--- src/rtl/fifo_sync_levels.sv ---
// Synchronous FIFO with occupancy count, programmable almost-full/almost-empty levels and sticky errors.
// Define FIFO_SYNC_LEVELS_FWFT_EN for first-word-fall-through reads; otherwise reads are registered.
module fifo_sync_levels #(
  parameter int DATA_WIDTH         = 8,
  parameter int DEPTH              = 4,
  parameter int ALMOST_FULL_LEVEL  = DEPTH - 1,
  parameter int ALMOST_EMPTY_LEVEL = 1
) (
  input  logic                         i_Clock,
  input  logic                         i_Reset,
  input  logic [DATA_WIDTH-1:0]        i_WrData,
  input  logic                         i_WrEnable,
  output logic [DATA_WIDTH-1:0]        o_RdData,
  input  logic                         i_RdEnable,
  output logic                         o_IsFull,
  output logic                         o_IsEmpty,
  output logic                         o_AlmostFull,
  output logic                         o_AlmostEmpty,
  output logic [$clog2(DEPTH+1)-1:0]   o_Count,
  output logic                         o_Overflow,
  output logic                         o_Underflow,
  input  logic                         i_ClearErrors
);

  localparam int CW = $clog2(DEPTH + 1);
  localparam int AW = (DEPTH > 1) ? $clog2(DEPTH) : 1;

  logic [DATA_WIDTH-1:0] mem [DEPTH];
  logic [AW-1:0]         wr_ptr, rd_ptr;
  logic [CW-1:0]         count;
  logic                  wr_ok, rd_ok;

  assign o_Count       = count;
  assign o_IsFull      = (count == CW'(DEPTH));
  assign o_IsEmpty     = (count == '0);
  assign o_AlmostFull  = (count >= CW'(ALMOST_FULL_LEVEL));
  assign o_AlmostEmpty = (count <= CW'(ALMOST_EMPTY_LEVEL));

  // Acceptance uses the registered full/empty state, so full+both pops only and empty+both pushes only.
  assign wr_ok = i_WrEnable & ~o_IsFull;
  assign rd_ok = i_RdEnable & ~o_IsEmpty;

  always_ff @(posedge i_Clock) begin
    if (wr_ok && !i_Reset) mem[wr_ptr] <= i_WrData;
  end

  always_ff @(posedge i_Clock) begin
    if (i_Reset) begin
      wr_ptr <= '0;
      rd_ptr <= '0;
      count  <= '0;
    end else begin
      if (wr_ok) wr_ptr <= (wr_ptr == AW'(DEPTH - 1)) ? '0 : wr_ptr + AW'(1);
      if (rd_ok) rd_ptr <= (rd_ptr == AW'(DEPTH - 1)) ? '0 : rd_ptr + AW'(1);
      case ({wr_ok, rd_ok})
        2'b10:   count <= count + CW'(1);
        2'b01:   count <= count - CW'(1);
        default: count <= count;
      endcase
    end
  end

  // An error in the same cycle as a clear wins: the flag stays set.
  always_ff @(posedge i_Clock) begin
    if (i_Reset) begin
      o_Overflow  <= 1'b0;
      o_Underflow <= 1'b0;
    end else begin
      if (i_WrEnable && o_IsFull)      o_Overflow <= 1'b1;
      else if (i_ClearErrors)          o_Overflow <= 1'b0;
      if (i_RdEnable && o_IsEmpty)     o_Underflow <= 1'b1;
      else if (i_ClearErrors)          o_Underflow <= 1'b0;
    end
  end

`ifdef FIFO_SYNC_LEVELS_FWFT_EN
  // Head word shown directly; while empty, the last popped word is held.
  logic [DATA_WIDTH-1:0] hold;

  always_ff @(posedge i_Clock) begin
    if (i_Reset)    hold <= '0;
    else if (rd_ok) hold <= mem[rd_ptr];
  end

  assign o_RdData = o_IsEmpty ? hold : mem[rd_ptr];
`else
  always_ff @(posedge i_Clock) begin
    if (i_Reset)    o_RdData <= '0;
    else if (rd_ok) o_RdData <= mem[rd_ptr];
  end
`endif

endmodule
--- config.mk ---
export PLATFORM = sky130hd
export DESIGN_NAME = fifo_sync_levels
export DESIGN_NICKNAME = d
export VERILOG_FILES = /design/src/rtl/fifo_sync_levels.sv
export SDC_FILE = /design/constraint.sdc
export NUM_CORES = 1
export LEC_CHECK = 0
export ABC_CLOCK_PERIOD_IN_PS = 3920
export BUFFER_PORTS_ARGS = -buffer_cell sky130_fd_sc_hd__buf_2
export CAP_MARGIN = 20
export CELL_PAD_IN_SITES_DETAIL_PLACEMENT = 0
export CELL_PAD_IN_SITES_GLOBAL_PLACEMENT = 1
export CORE_MARGIN = 3
export CORE_UTILIZATION = 51
export CTS_BUF_LIST = sky130_fd_sc_hd__clkbuf_8
export CTS_CLUSTER_SIZE = 14
export DETAILED_ROUTE_END_ITERATION = 6
export GPL_TIMING_DRIVEN = 0
export PLACE_DENSITY_LB_ADDON = 0.1
export SLEW_MARGIN = 10
export SYNTH_ARGS = -nofsm -noshare
export SYNTH_HDL_FRONTEND = slang
export SYNTH_SLANG_ARGS = --single-unit
--- constraint.sdc ---
create_clock -name i_Clock -period 3.92 [get_ports i_Clock]
set_clock_uncertainty 0.05 [all_clocks]
set_input_delay 0.392 -clock i_Clock [delete_from_list [all_inputs] [get_ports i_Clock]]
set_output_delay 0.392 -clock i_Clock [all_outputs]
set_load 0.05 [all_outputs]
Yosys cells after proc, flatten, opt, wreduce, memory -nomap -nowiden
Memories as Yosys holds them, arrays and structs flattened. A register that Yosys moved wholly into a read port is not among the register bits.
Index checks and enable logic that the tools add are counted.
Cells by class
  magnitude comparators: 2
  multiplexer cells: 8
  equality and inequality tests: 5
  add/sub/neg operators: 4
  bitwise gates (word level): 4
  reduce and logical (&&, ||, !) cells: 8
Operators by type and width (count)
  2-bit == test, second input constant: 3
  3-bit one-hot mux with 2 select lines: 1
  2-bit nonzero test: 3
  1-bit 2-to-1 mux: 5
  2-bit by 1-bit adder with 2-bit output, second input constant: 2
  2-bit 2-to-1 mux: 2
  3-bit by 1-bit adder with 3-bit output, second input constant: 1
  3-bit == test, second input constant: 1
  3-bit by 2-bit >= comparator with 1-bit output, second input constant: 1
  3-bit by 1-bit less-or-equal comparator with 1-bit output, second input constant: 1
  1-bit logical AND: 3
  3-bit zero test: 1
  3-bit by 1-bit subtractor with 3-bit output, second input constant: 1
  1-bit bitwise AND: 2
  2-bit by 1-bit == test with 1-bit output, second input constant: 1
  1-bit inverter: 2
  1-bit zero test: 1
Storage, ports and cells
  input bits: 13
  logic and storage cells: 37
  register bits: 9
  memories kept: 1
  output and inout bits: 17
  bits in writable memories: 32
Memory list
  mem: words 4, bits a word 8, rd ports 1, clocked after Yosys merged registers in 1, write ports 1, RTL line 28  | logic [DATA_WIDTH-1:0] mem [DEPTH];

Logic depth before layout (Yosys ltp)
  depth after elaboration: 6
  mapped depth: 11

Least setup slack after synthesis
No wires, ideal clock.
  kind: reg2out
  start point: reg count[0] (netlist: o_Count[0])
  end point: out o_AlmostFull
  slack: 1.483 ns
  cell stages (with the launch flop): 3
  arrival: 1.995 ns
  path through: dfxtp_1 > inv_1 > o21ai_0
On the way
  word-level cells in the longest chain between the ends: 1
Ends and longest elaborated chain
  from (decl): RTL line 30  | logic [CW-1:0] count;
  from (signal assigned): RTL line 56  | 2'b10: count <= count + CW'(1);
  from (signal assigned): RTL line 57  | 2'b01: count <= count - CW'(1);
  from (signal assigned): RTL line 58  | default: count <= count;
  3-bit by 2-bit >= comparator with 1-bit output: RTL line 36  | assign o_AlmostFull = (count >= CW'(ALMOST_FULL_LEVEL));
  to (decl): RTL line 17  | output logic o_AlmostFull,
Every way passes these cells.

Worst setup path after layout
  start point: reg count[0] (netlist: o_Count[0])
  end point: out o_IsEmpty
On the way
  word-level cells in the longest chain between the ends: 1
Ends and longest elaborated chain
  3-bit zero test: RTL line 35  | assign o_IsEmpty = (count == '0);
  to (decl): RTL line 16  | output logic o_IsEmpty,
Every way passes these cells.

==> metrics.txt <==
I/O Pins 30; Seq/Total Area, Yosys 63.80%; Antenna Nets Post-Route 0; CP Launch Type register; FMAX 450.5 MHz; Req. time, crit path 3.48 ns; FF+latch area 1301 um^2; minimum clock period 2.220 ns; commonest non-fill, non-tap cell in the layout edfxtp_1; top post-synthesis cells by area edfxtp_1 47%, dfxtp_1 17%, mux4_2 8.8%; GRT Max-Usage Layer met2; Final nets 207; die area 4793 um^2; ANT cells 0; hold slack 0.2507 ns; worst skew pair latency 0.30 ns; area share of the largest cell type after synthesis 47.12%; flops & latches, synth 49; Final Hold Fails 0; postcts setup bufs 0; initial antenna violation count 0; Tot GR Track Use 16.58%; critical path endpoint category output pin; CTS tree done; final setup vio count 0; via/cell ratio 5.379; grt met2 use 25.11%; synth unique cells 28; cell mode on critical path buf_2; clk sinks 49; critical path's largest stage delay 0.36 ns; IO Port Bufs 28; DRT iter0 DRCs 85; DR WL/cell 15.44 um; area of the multi-input gates 665.6 um^2; Inserted Clock Buffers 5; gp weighted congestion 0.7543; largest net degree at the start of global routing 15; Starting Density 54.48%; clk slew on worst S/H paths 0.08 ns; maxcap violations 0; syn_nets 172; Core Box Area 3744 um^2; CTS Root Cell clkbuf_8; area delta synth->final 13.93%; most frequent cells in the layout 32 x edfxtp_1, 30 x buf_2, 17 x dfxtp_1, 14 x a21oi_1, 11 x ha_1; crit path DAT 1.78 ns; total number of vias 1,248; RSZ-0062 raised after global routing no; wirelength, routed 3583 um; met3 Track Usage GR 5.797%; DRC Markers 0; PwrDens 652.5 nW/um^2; post-layout util 62.07%; Worst Tran Pin Value 0.5506 ns; ratio of final minimum period to clock period 56.63%; Hold Buf Count CTS 0; Max H-tree Level 2; FP Rows 22; yosys warns 0; share of layout cells above drive strength 1 25.54%; Synth Cell Area 2039 um^2; post-DP HPWL 2549 um; Slew headroom 63.29%; Cell Chain, Critical Path inv_1 -> ha_1 -> nand2b_1 -> buf_6 -> inv_4 -> buf_2 -> buf_2; Worst Path Max Fanout 10; Hold Crit Class in2reg; vias in the first global route 1,232; Pre-antenna DRT Iters 4; Post-CTS Resized 0; first-pass GRT wire length 6072 um; critical path class reg2out; Leak 0.0008946 uW; Total Neg Setup Slack 0 ns; met1 Use GR 21.78%; Pins Over Slew Limit 0; Cells after Synth 148; crit path max-delay cell type dfxtp_1; fill count 314; total grt overflow 0; Die W 69.24 um; syn_area_per_cell 13.78 um^2; Die Ht 69.24 um; Synth area leader edfxtp_1; status complete, no violations; VDD IR max 305.7 uV; Clock Tree Buf Depth 2
[power breakdown]
group,internal [uW],switching [uW]
registers,606,32.4
clock network,121,155
logic,188,413
[routing by layer]
layer | share of wire, % | up-vias
li1 | - | 609
met1 | 44 | 599
met2 | 49 | 36
met3 | 5.6 | 4
met4 | 0.73 | 0
met5 | 0 | -
[cells in the mapped netlist, drive strengths merged]
cell,number
nor2b,1
o21ai,12
buf,4
clkbuf,4
xor2,2
a211oi,1
edfxtp,32
mux4,8
nor2,9
and2,5
or3,1
dfxtp,17
nand2,2
a22oi,2
ha,11
inv,8
a21bo,1
nand2b,1
nand3,9
and3b,1
or4,1
a21oi,14
o21bai,1
nand3b,1
[registers in the layout, summed over array words and instances (netlist names)]
register and cells:
rd_ptr 2, mem 32, o_Overflow 1, o_Underflow 1, o_RdData 8, o_Count 3
wr_ptr 2
[worst max-delay path: cells and delay by family, from the launching register on]
| family | cells | cell delay, ns |
|---|---|---|
| flip-flops | 1 | 0.36 |
| AND/OR/NAND/NOR | 1 | 0.08 |
| buffers and inverters | 5 | 0.83 |
| adder cells (fa/ha/maj) | 1 | 0.21 |
[cell families after synthesis]
group / after synthesis / share of synthesized area [%]
flops: 49 / 63.80
compound gates: 31 / 8.344
simple gates: 31 / 7.854
buf+inv: 16 / 3.558
fa+ha+maj: 11 / 6.748
mux: 8 / 8.834
xor+xnor: 2 / 0.8591
[final cells by class]
| cell class | instances | area share [%] |
|---|---|---|
| clock buffer | 5 | 2.962 |
| clock inverter | 3 | 0.6462 |
| timing repair buffer | 28 | 6.031 |
| sequential | 49 | 56.00 |
| inverter | 8 | 1.400 |
| buffer | 8 | 1.723 |
| multi-input combinational | 83 | 28.65 |
| tap | 48 | 2.585 |
[final timing paths]
kind / startpoint / endpoint / slack (ns) / depth (start not counted)
worst max-delay path: o_Count[0]$_SDFFE_PP0P_ / o_IsEmpty / 1.70 / 7
worst min register to register: o_RdData[1]$_SDFFE_PP0N_ / o_RdData[1]$_SDFFE_PP0N_ / 0.43 / 2
worst max register to register: o_Count[0]$_SDFFE_PP0P_ / o_Count[2]$_SDFFE_PP0P_ / 1.80 / 10
worst min-delay path: i_WrData[4] / mem[2][4]$_DFFE_PP_ / 0.25 / 1
[stage by stage]
stage          total power (uW)  area (um^2)  instances  worst slack, ns
2_1_floorplan              1122         2039        148            1.483
3_3_place_gp               1238         2240        224            1.869
3_5_place_dp               1254         2240        224            1.821
4_1_cts                    1529         2323        232            1.698
5_1_grt                    1611         2323        232            1.527
6_report                   1516         2323        232            1.700
(Power assumes the default switching activity.)
